<file path="config.mk">
export PLATFORM = sky130hd
export DESIGN_NAME = match_flow_controller
export DESIGN_NICKNAME = d
export VERILOG_FILES = /design/src/rtl/match_flow_controller.sv
export SDC_FILE = /design/constraint.sdc
export NUM_CORES = 1
export LEC_CHECK = 0
export BUFFER_PORTS_ARGS = -buffer_cell sky130_fd_sc_hd__buf_4
export CAP_MARGIN = 5
export CORE_MARGIN = 5
export CORE_UTILIZATION = 35
export DETAILED_ROUTE_END_ITERATION = 6
export GPL_ROUTABILITY_DRIVEN = 0
export GPL_TIMING_DRIVEN = 0
export HOLD_SLACK_MARGIN = 0.08
export PLACE_DENSITY_LB_ADDON = 0.15
export SYNTH_ARGS = -nofsm -noshare
export SYNTH_HDL_FRONTEND = slang
export SYNTH_SLANG_ARGS = --single-unit
</file>
<file path="constraint.sdc">
create_clock -name clk_game -period 9.1 [get_ports clk_game]
set_input_delay 0.91 -clock clk_game [delete_from_list [all_inputs] [get_ports clk_game]]
set_output_delay 0.91 -clock clk_game [all_outputs]
set_load 0.01 [all_outputs]
</file>
<file path="src/rtl/match_flow_controller.sv">
// Match sequencing for a two-player fighting game: menu, countdown, play,
// pause, round-over hold and match-over, with round-win bookkeeping.
module match_flow_controller #(
    parameter int unsigned TICKS_PER_SEC    = 60,
    parameter int unsigned COUNT_SECS       = 3,
    parameter int unsigned ROUNDS_TO_WIN    = 2,
    parameter int unsigned ROUND_OVER_TICKS = 120,
    parameter int unsigned PAUSE_EN         = 1
) (
    input  logic                                 clk_game,
    input  logic                                 reset_n,
    input  logic                                 confirm_btn,
    input  logic                                 pause_btn,
    input  logic                                 sw_mode_2p,
    input  logic                                 round_over,
    input  logic                                 round_winner,
    output logic [2:0]                           game_state,
    output logic [3:0]                           countdown_digit,
    output logic                                 mode_1p,
    output logic [$clog2(ROUNDS_TO_WIN+1)-1:0]   p1_wins,
    output logic [$clog2(ROUNDS_TO_WIN+1)-1:0]   p2_wins,
    output logic                                 match_winner,
    output logic                                 start_round,
    output logic                                 reset_round,
    output logic                                 timer_enable,
    output logic                                 timer_reset
);

    localparam int unsigned CD_LOAD = TICKS_PER_SEC * COUNT_SECS;
    localparam int unsigned CNT_W   = $clog2(CD_LOAD + 1);
    localparam int unsigned RO_W    = $clog2(ROUND_OVER_TICKS + 1);
    localparam int unsigned WIN_W   = $clog2(ROUNDS_TO_WIN + 1);

    localparam logic [CNT_W-1:0] CD_LOAD_V = CNT_W'(CD_LOAD);
    localparam logic [RO_W-1:0]  RO_LAST   = RO_W'(ROUND_OVER_TICKS - 1);
    localparam logic [WIN_W-1:0] WIN_MAX   = WIN_W'(ROUNDS_TO_WIN);
    localparam logic [WIN_W-1:0] WIN_ONE   = WIN_W'(1);

    typedef enum logic [2:0] {
        S_MENU       = 3'd0,
        S_COUNTDOWN  = 3'd1,
        S_PLAY       = 3'd2,
        S_ROUND_OVER = 3'd3,
        S_PAUSE      = 3'd4,
        S_MATCH_OVER = 3'd5
    } state_e;

    state_e            state_q, state_d;
    logic [CNT_W-1:0]  cd_cnt_q, cd_cnt_d;
    logic [RO_W-1:0]   ro_cnt_q, ro_cnt_d;
    logic              conf_prev_q, conf_prev_d;
    logic              conf_arm_q, conf_arm_d;
    logic              pause_prev_q, pause_prev_d;
    logic              pause_arm_q, pause_arm_d;
    logic [WIN_W-1:0]  p1_wins_q, p1_wins_d;
    logic [WIN_W-1:0]  p2_wins_q, p2_wins_d;
    logic              mode_1p_q, mode_1p_d;
    logic              match_winner_q, match_winner_d;
    logic              start_round_q, start_round_d;
    logic              reset_round_q, reset_round_d;
    logic              timer_enable_q, timer_enable_d;
    logic              timer_reset_q, timer_reset_d;
    logic [3:0]        digit_q, digit_d;
    logic              conf_e, pause_e;

    always_comb begin
        // The arm flag stays low until a released button is seen, so a
        // button held through reset release never counts as a press.
        conf_e         = confirm_btn & ~conf_prev_q & conf_arm_q;
        pause_e        = pause_btn & ~pause_prev_q & pause_arm_q;
        conf_prev_d    = confirm_btn;
        pause_prev_d   = pause_btn;
        conf_arm_d     = conf_arm_q | ~confirm_btn;
        pause_arm_d    = pause_arm_q | ~pause_btn;

        state_d        = state_q;
        cd_cnt_d       = cd_cnt_q;
        ro_cnt_d       = ro_cnt_q;
        p1_wins_d      = p1_wins_q;
        p2_wins_d      = p2_wins_q;
        mode_1p_d      = mode_1p_q;
        match_winner_d = match_winner_q;
        start_round_d  = 1'b0;

        case (state_q)
            S_MENU: begin
                if (conf_e) begin
                    mode_1p_d      = ~sw_mode_2p;
                    p1_wins_d      = '0;
                    p2_wins_d      = '0;
                    match_winner_d = 1'b0;
                    cd_cnt_d       = CD_LOAD_V;
                    state_d        = S_COUNTDOWN;
                end
            end
            S_COUNTDOWN: begin
                if (cd_cnt_q == '0) begin
                    start_round_d = 1'b1;
                    state_d       = S_PLAY;
                end else begin
                    cd_cnt_d = cd_cnt_q - CNT_W'(1);
                end
            end
            S_PLAY: begin
                if (round_over) begin
                    if (!round_winner && p1_wins_q != WIN_MAX) p1_wins_d = p1_wins_q + WIN_ONE;
                    if (round_winner && p2_wins_q != WIN_MAX)  p2_wins_d = p2_wins_q + WIN_ONE;
                    ro_cnt_d = RO_LAST;
                    state_d  = S_ROUND_OVER;
                end else if (pause_e && PAUSE_EN != 0) begin
                    state_d = S_PAUSE;
                end
            end
            S_PAUSE: begin
                if (pause_e || conf_e) state_d = S_PLAY;
            end
            S_ROUND_OVER: begin
                if (ro_cnt_q == '0) begin
                    if (p1_wins_q == WIN_MAX || p2_wins_q == WIN_MAX) begin
                        match_winner_d = (p2_wins_q == WIN_MAX);
                        state_d        = S_MATCH_OVER;
                    end else begin
                        cd_cnt_d = CD_LOAD_V;
                        state_d  = S_COUNTDOWN;
                    end
                end else begin
                    ro_cnt_d = ro_cnt_q - RO_W'(1);
                end
            end
            S_MATCH_OVER: begin
                if (conf_e) state_d = S_MENU;
            end
            default: state_d = S_MENU;
        endcase

        // Outputs are decoded from the next state so they register alongside it.
        timer_enable_d = (state_d == S_PLAY);
        timer_reset_d  = (state_d == S_MENU) ||
                         (state_d == S_COUNTDOWN && state_q != S_COUNTDOWN);
        reset_round_d  = (state_d == S_MENU) || (state_d == S_COUNTDOWN) ||
                         (state_d == S_ROUND_OVER);
        if (state_d == S_COUNTDOWN)
            digit_d = 4'((32'(cd_cnt_d) + TICKS_PER_SEC - 1) / TICKS_PER_SEC);
        else
            digit_d = 4'd15;
    end

    always_ff @(posedge clk_game or negedge reset_n) begin
        if (!reset_n) begin
            state_q        <= S_MENU;
            cd_cnt_q       <= '0;
            ro_cnt_q       <= '0;
            conf_prev_q    <= 1'b0;
            conf_arm_q     <= 1'b0;
            pause_prev_q   <= 1'b0;
            pause_arm_q    <= 1'b0;
            p1_wins_q      <= '0;
            p2_wins_q      <= '0;
            mode_1p_q      <= 1'b0;
            match_winner_q <= 1'b0;
            start_round_q  <= 1'b0;
            reset_round_q  <= 1'b1;
            timer_enable_q <= 1'b0;
            timer_reset_q  <= 1'b1;
            digit_q        <= 4'd15;
        end else begin
            state_q        <= state_d;
            cd_cnt_q       <= cd_cnt_d;
            ro_cnt_q       <= ro_cnt_d;
            conf_prev_q    <= conf_prev_d;
            conf_arm_q     <= conf_arm_d;
            pause_prev_q   <= pause_prev_d;
            pause_arm_q    <= pause_arm_d;
            p1_wins_q      <= p1_wins_d;
            p2_wins_q      <= p2_wins_d;
            mode_1p_q      <= mode_1p_d;
            match_winner_q <= match_winner_d;
            start_round_q  <= start_round_d;
            reset_round_q  <= reset_round_d;
            timer_enable_q <= timer_enable_d;
            timer_reset_q  <= timer_reset_d;
            digit_q        <= digit_d;
        end
    end

    assign game_state      = state_q;
    assign countdown_digit = digit_q;
    assign mode_1p         = mode_1p_q;
    assign p1_wins         = p1_wins_q;
    assign p2_wins         = p2_wins_q;
    assign match_winner    = match_winner_q;
    assign start_round     = start_round_q;
    assign reset_round     = reset_round_q;
    assign timer_enable    = timer_enable_q;
    assign timer_reset     = timer_reset_q;

endmodule

</file>
==> impl_metrics.ini, run 1 <==
[worst_setup_path]
worstPathCellList = inv_1 > ha_1 > nor4b_2 > nand3_2 > a21boi_1 > inv_1 > a21oi_1 > ha_1 > a31oi_1 > nor3_2 > or2_4 > a211oi_2 > a311oi_2 > a2bb2oi_1 > o211ai_2
crit_path_start_kind = flop
r2r_slack_ns = 5.42
worst-path-max-fanout = 5
slowest_delay_ns = 0.48
cp_data_arrival_time_ns = 3.88
required_ns = 9.30
critPathCaptureType = flop
r2r_cells = 15
rr_startpoint = p1_wins[0]
crit_type = flop to flop
critPathSlowestCell = nor4b_2
r2r_end = countdown_digit[0]

[min_path]
hold_start = pause_arm_q
min_to = pause_arm_q
min_path_cells = 1
hold_path.class = flop to flop

[grt]
grt_max_degree = 37
first_global_vias = 1771
top_usage_layer = met1
met3_usage_pct = 2.84
grt_util_met1_pct = 19.0
overflow = 0
grt_pass1_wl_um = 8800
use_met2_pct = 18.7
grt_antenna_before_repair = 0
grtUsageTotal_pct = 13.1

[die]
fp-row-count = 29
start_util_pct = 35.6
coreArea_um2 = 6280
die_area_um2 = 8080
die_w_um = 89.9
io_pins = 24
die_h_um = 89.9

[sta]
relSlewSlack_pct = 59.1
hold_viol = 0
tightest_slew_ns = 0.605
period_minus_slack_ns = 3.68
drv_slew = 0
finalSetupTns_ns = 0
period_share_pct = 40.5
setup_violations = 0
skew_ns = 0.00898
fmax_mhz = 271
rsz0062_at_grt = no

[layout]
fillers = 620
drive_gt1_share_pct = 22.0
multi_input_area_um2 = 1250
diodes = 0
fin_util_pct = 41.6
nets = 277
syn_to_final_growth_pct = 17.0
regArea_um2 = 908

[synthesis]
syn-num-nets = 247
synth_area_leaders = dfrtp_1 (34%), dfstp_2 (7.1%), nand2_1 (4.4%)
syn_inst = 233
synth-seq-area-share_pct = 40.7
synthFlopType = dfrtp_1
synth_edf_count = 0
synth_area_um2 = 2230
synth.top_cell.area_share_pct = 33.6
synth_area_per_cell_um2 = 9.59
synth_cell_types = 66
ys_ff_latch = 36
yosysTopAreaCell = dfrtp_1
synth-async-reset-ratio_pct = 100
synth_warnings = 0

[drt]
drt_first_pass_iters = 4
routed_wl_um = 5000
num_vias = 1836
drtIter0Drc = 132
ant_nets = 0
avgRoutedWirePerCell_um = 14.7
drt-vias-per-instance = 5.38
drc = 0

[clock_tree]
cts_tree = yes
cts_hold_buf = 0
post_cts_buffers = 0
cts_buffers = 5
cts-root-buf = clkbuf_8
clk_pin_slew_worst_paths_ns = 0.08
htree_levels = 2
cts.sinks = 36
cts_buffer_depth = 2
clkLatencyLatePin_ns = 0.29
cts_resized = 0

[run]
drv_cap = 0

[placed_design]
dp_hpwl_um = 3800
port_buffers = 23

[power]
cellLeakagePower_uw = 0.00106
peakVddDrop_mv = 0.185
fin_total_pwr_uw = 1030
powerDensity_nw_per_um2 = 394

[run_status]
status = finished clean
==> cell usage in the layout, fill, tap and decap left out, drive strengths merged, types with 5 or more instances in the layout <==
master,n
nand3b,5
dfstp,6
nor3,8
clkbuf,10
a31oi,5
a21oi,10
nand3,6
o21ai,11
nand2b,7
o211ai,6
dfrtp,30
inv,16
buf,23
nor2,19
xnor2,5
ha,7
nand2,26
==> final cells by class <==
class / count / share of cell area [%]
clock inverters: 3 / 1.63
repair buffers: 23 / 6.61
plain buffers: 5 / 0.718
flip-flops and latches: 36 / 34.8
well taps: 77 / 3.69
inverters: 16 / 2.30
multi-input cells: 176 / 47.7
clock buffers: 5 / 2.63
==> worst max-delay path by stage <==
stage | slack (ns) | start | cells after the start | endpoint
after floorplan | 5.94 | p1_wins[0] | 15 | countdown_digit[0]
after global placement | 5.36 | confirm_btn | 14 | countdown_digit[0]
after detailed placement | 5.31 | confirm_btn | 14 | countdown_digit[0]
after CTS | 5.37 | p1_wins[0] | 15 | countdown_digit[0]
after global routing | 5.03 | p1_wins[0] | 15 | countdown_digit[0]
final | 5.42 | p1_wins[0] | 15 | countdown_digit[0]
==> layer usage <==
| metal | vias to the layer above | share of wire (%) | wire length, um |
|---|---|---|---|
| li1 | 920 | - | - |
| met1 | 876 | 49 | 2450 |
| met2 | 35 | 44 | 2200 |
| met3 | 5 | 5.2 | 262 |
| met4 | 0 | 1.7 | 84 |
| met5 | - | 0 | 0 |
==> stage by stage <==
step | worst slack [ns] | std cells | hold WS [ns] | area [um^2]
4_1_cts | 5.37 | 341 | 0.486 | 2610
6_report | 5.42 | 341 | 0.482 | 2610
3_5_place_dp | 5.31 | 333 | 0.463 | 2500
2_1_floorplan | 5.94 | 233 | 0.435 | 2230
3_3_place_gp | 5.36 | 333 | 0.449 | 2500
5_1_grt | 5.03 | 341 | 0.492 | 2610
==> Yosys cell counts (all sizes together) (6+ instances only) <==
library cell  number
a21oi             10
dfrtp             30
dfstp              6
ha                 7
inv               16
nand2             26
nand2b             7
nand3              6
nor2              19
nor3               8
o211ai             6
o21ai             11
==> report_power, final <==
| group | internal (uW) | switching, uW | total (uW) | leakage [uW] |
|---|---|---|---|---|
| clock network | 81.1 | 61.5 | 143 | 0.0000541 |
| logic | 260 | 341 | 601 | 0.000588 |
| registers | 227 | 59.9 | 287 | 0.000421 |
| total | 568 | 462 | 1030 | 0.00106 |
==> worst max-delay path: cells and delay by family, from the launching register on <==
kind | cells | cell delay [ns]
buffers and inverters | 2 | 0.25
and+or+nand+nor | 4 | 1.09
adders and majority gates | 2 | 0.45
DFF | 1 | 0.39
AOI/OAI and AO/OA | 7 | 1.42
==> kinds of logic (layout without fill, tap and decap cells) <==
kind of cell | count (synthesis) | count (layout) | share of synthesized area (%)
DFF | 36 | 36 | 40.7
AOI/OAI and AO/OA | 61 | 61 | 22.2
buffers and inverters | 21 | 52 | 3.53
adders and majority gates | 7 | 7 | 3.92
and+or+nand+nor | 99 | 99 | 26.1
xor gates and xnor gates | 9 | 9 | 3.53
==> state kept, by name (all words and copies together), names as in the netlist <==
signal	cells
cd_cnt_q	8
start_round	1
conf_arm_q	1
conf_prev_q	1
p2_wins	2
pause_prev_q	1
reset_round	1
countdown_digit	4
match_winner	1
game_state	3
timer_enable	1
timer_reset	1
p1_wins	2
mode_1p	1
ro_cnt_q	7
pause_arm_q	1
(Power assumes the default switching activity.)
==> run 2: changes to the inputs <==
--- a/config.mk
+++ b/config.mk
@@ -5,6 +5,7 @@
 export SDC_FILE = /design/constraint.sdc
 export NUM_CORES = 1
 export LEC_CHECK = 0
+export ABC_AREA = 1
 export BUFFER_PORTS_ARGS = -buffer_cell sky130_fd_sc_hd__buf_4
 export CAP_MARGIN = 5
 export CORE_MARGIN = 5
==> constraint.sdc (replaced) <==
create_clock -name clk_game -period 3.6 [get_ports clk_game]
set_input_delay 0.36 -clock clk_game [delete_from_list [all_inputs] [get_ports clk_game]]
set_output_delay 0.36 -clock clk_game [all_outputs]
set_load 0.01 [all_outputs]
==> run 2 against run 1 <==
  * Clock skew grew 0.00085 ns
  * Total power rose to 2.8 times the previous value
  * Largest power group unchanged
  * Setup slack lost 5.0 ns
  * Via count increased by 18%
  * Critical endpoint unchanged
  * Synthesized cell count grew 44%
  * Count of clock-buffer cells in the layout increased by 2
==> impl_metrics.ini, run 2 <==
[synthesis]
synth_area_um2 = 2380
synthFlopType = dfrtp_1
synth_cell_types = 29
synth_area_per_cell_um2 = 7.10
synth.most_common_cell = nand2_1
synth_edf_count = 0
synth_warnings = 0
yosysTopAreaCell = dfrtp_1
synth_area_leaders = dfrtp_1 (32%), nand2_1 (12%), nand3_1 (8.4%)
ys_ff_latch = 36
syn_inst = 335
syn-num-nets = 349
synth-async-reset-ratio_pct = 100
synth.top_cell.area_share_pct = 31.5
synth-seq-area-share_pct = 38.2
synth_commonest_cells = nand2_1 (79), inv_1 (47), nand3_1 (40), nor2_1 (40), dfrtp_1 (30)

[sta]
relSlewSlack_pct = 53.9
drv_slew = 0
tightest_slew_ns = 0.689
period_share_pct = 87.6
rsz0062_at_grt = no
skew_ns = 0.00983
fmax_mhz = 317
finalSetupTns_ns = 0
period_minus_slack_ns = 3.15
fin_ws_ns = 0.448
hold_viol = 0
setup_violations = 0

[run_status]
status = finished clean

[layout]
fillers = 723
drive_gt1_share_pct = 18.8
largest_register_ffs = 8
nets = 380
diodes = 0
largest_register = cd_cnt_q
regArea_um2 = 908
final_cell_count_no_fill = 447
final_cell_mix = nand2_1 (79), inv_1 (47), nand3_1 (40), nor2_1 (40), dfrtp_1 (30)
syn_to_final_growth_pct = 15.5
layout_commonest_cell = nand2_1
multi_input_area_um2 = 1260

[worst_setup_path]
worst-path-max-fanout = 5
timing.critical_path.mode_cell = nand2_1
crit_type = flop to flop
slowest_delay_ns = 0.39
crit_path_start_kind = flop
rr_startpoint = p2_wins[0]
critPathSlowestCell = dfrtp_1
required_ns = 3.82
r2r_end = countdown_digit[0]
cp-endpoint = countdown_digit[0]
worstPathCellList = inv_1 > ha_1 > nor2_1 > nand3_1 > nand2_1 > nand3_1 > nor2_4 > ha_1 > nand3b_1 > nand2_1 > nor2_1 > nor2_2 > nor2_2 > nand3_2 > nand2_1 > nand2_1 > nand2_2 > nand3_2 > nand3_1 > nand2_1 > nand2_1 > nand2_1
r2r_cells = 22
critPathCaptureType = flop
critPathLaunch = p2_wins[0]
cp_data_arrival_time_ns = 3.37
r2r_slack_ns = 0.45

[power]
powerDensity_nw_per_um2 = 1040
peakVddDrop_mv = 0.245
cellLeakagePower_uw = 0.00141

[clock_tree]
cts-root-buf = clkbuf_8
cts.sinks = 36
cts_resized = 0
clkLatencyLatePin_ns = 0.29
htree_levels = 2
cts_buffers = 5
clk_pin_slew_worst_paths_ns = 0.08
cts_buffer_depth = 2
cts_tree = yes

[die]
coreArea_um2 = 6720
io_pins = 24
die_w_um = 92.5
start_util_pct = 35.4
fp-row-count = 30
die_area_um2 = 8550
die_h_um = 92.5

[drt]
avgRoutedWirePerCell_um = 12.7
num_vias = 2167
drt_first_pass_iters = 4
ant_nets = 0
drtIter0Drc = 192
drt-vias-per-instance = 4.85
drc = 0
routed_wl_um = 5690

[run]
drv_cap = 0

[placed_design]
port_buffers = 23
post-place-ws_ns = 0.441
dp_hpwl_um = 4500
place_inst = 438

[grt]
grt_max_degree = 37
grt_pass1_wl_um = 10000
grt_antenna_before_repair = 0
overflow = 0
first_global_vias = 2088
grtUsageTotal_pct = 14.5

[min_path]
min_path_cells = 1
hold_path.class = primary input to flop
## run 2: cell count changes in the layout (fill, tap and decap cells not counted), moves of 6 or more
cell | previous run | this run
nand2_2 | 0 | 6
nand3_1 | 5 | 40
inv_1 | 15 | 47
nand2_1 | 26 | 79
nand2b_1 | 7 | 0
nor2_1 | 19 | 40
nor2_4 | 0 | 6
inv_2 | 1 | 9
## run 2: worst max-delay path: cells and delay by family, from the launching register on
family | cells | cell delay, ns
and+or+nand+nor | 19 | 2.27
DFF | 1 | 0.39
adders and majority gates | 2 | 0.38
buffers and inverters | 1 | 0.06
## run 2: timing repair
item,in CTS,in global routing
buffers inserted,0,0
hold buffers,1,0
endpoints found under the hold margin,30,0
## run 2: metal layers
| layer | up-vias | global-route usage, % | share of wire, % |
|---|---|---|---|
| met5 | - | 0 | 0 |
| met4 | 0 | 3.84 | 1.1 |
| met3 | 6 | 2.52 | 2.7 |
| met2 | 31 | 22.9 | 45 |
| met1 | 993 | 20.3 | 51 |
| li1 | 1137 | - | - |
## run 2: final cells by class
cell class | count | share of cell area [%]
Clock inverter | 1 | 0.319
Inverter | 56 | 7.65
Multi-Input combinational cell | 243 | 45.9
Tap cell | 80 | 3.64
Clock buffer | 7 | 2.78
Sequential cell | 36 | 33.1
Timing Repair Buffer | 24 | 6.65
## run 2: cell families (layout without fill, tap and decap cells)
| kind of cell | count (synthesis) | count (layout) | synth area share, % |
|---|---|---|---|
| adder cells (fa/ha/maj) | 7 | 7 | 3.68 |
| buffers and inverters | 56 | 88 | 8.83 |
| AO/OA/AOI/OAI | 38 | 38 | 9.52 |
| flip-flops | 36 | 36 | 38.2 |
| XOR/XNOR | 2 | 2 | 0.736 |
| AND/OR/NAND/NOR | 196 | 196 | 39.1 |
## run 2: metrics by stage
stage	cell area [um^2]	hold WS, ns	total power, uW	util, %
after floorplan	2380	0.0644	2130	-
after global placement	2650	0.355	2570	39.5
after global routing	2750	0.182	3200	40.9
after CTS	2750	0.186	2880	40.9
after detailed placement	2650	0.354	2590	39.5
final	2750	0.192	2850	40.9
## run 2: report_power, final
part           switching (uW)  total (uW)  internal, uW
registers                 123         697           573
logic                    1220        1870           650
clock network             145         284           138
total                    1490        2850          1360
## run 2: worst min-delay path by stage
| stage | to | start |
|---|---|---|
| finish | conf_prev_q | confirm_btn |
| global route | conf_prev_q | confirm_btn |
| CTS | conf_prev_q | confirm_btn |
| detailed placement | timer_enable | reset_n |
| global placement | timer_enable | reset_n |
| floorplan | cd_cnt_q[0] | reset_n |
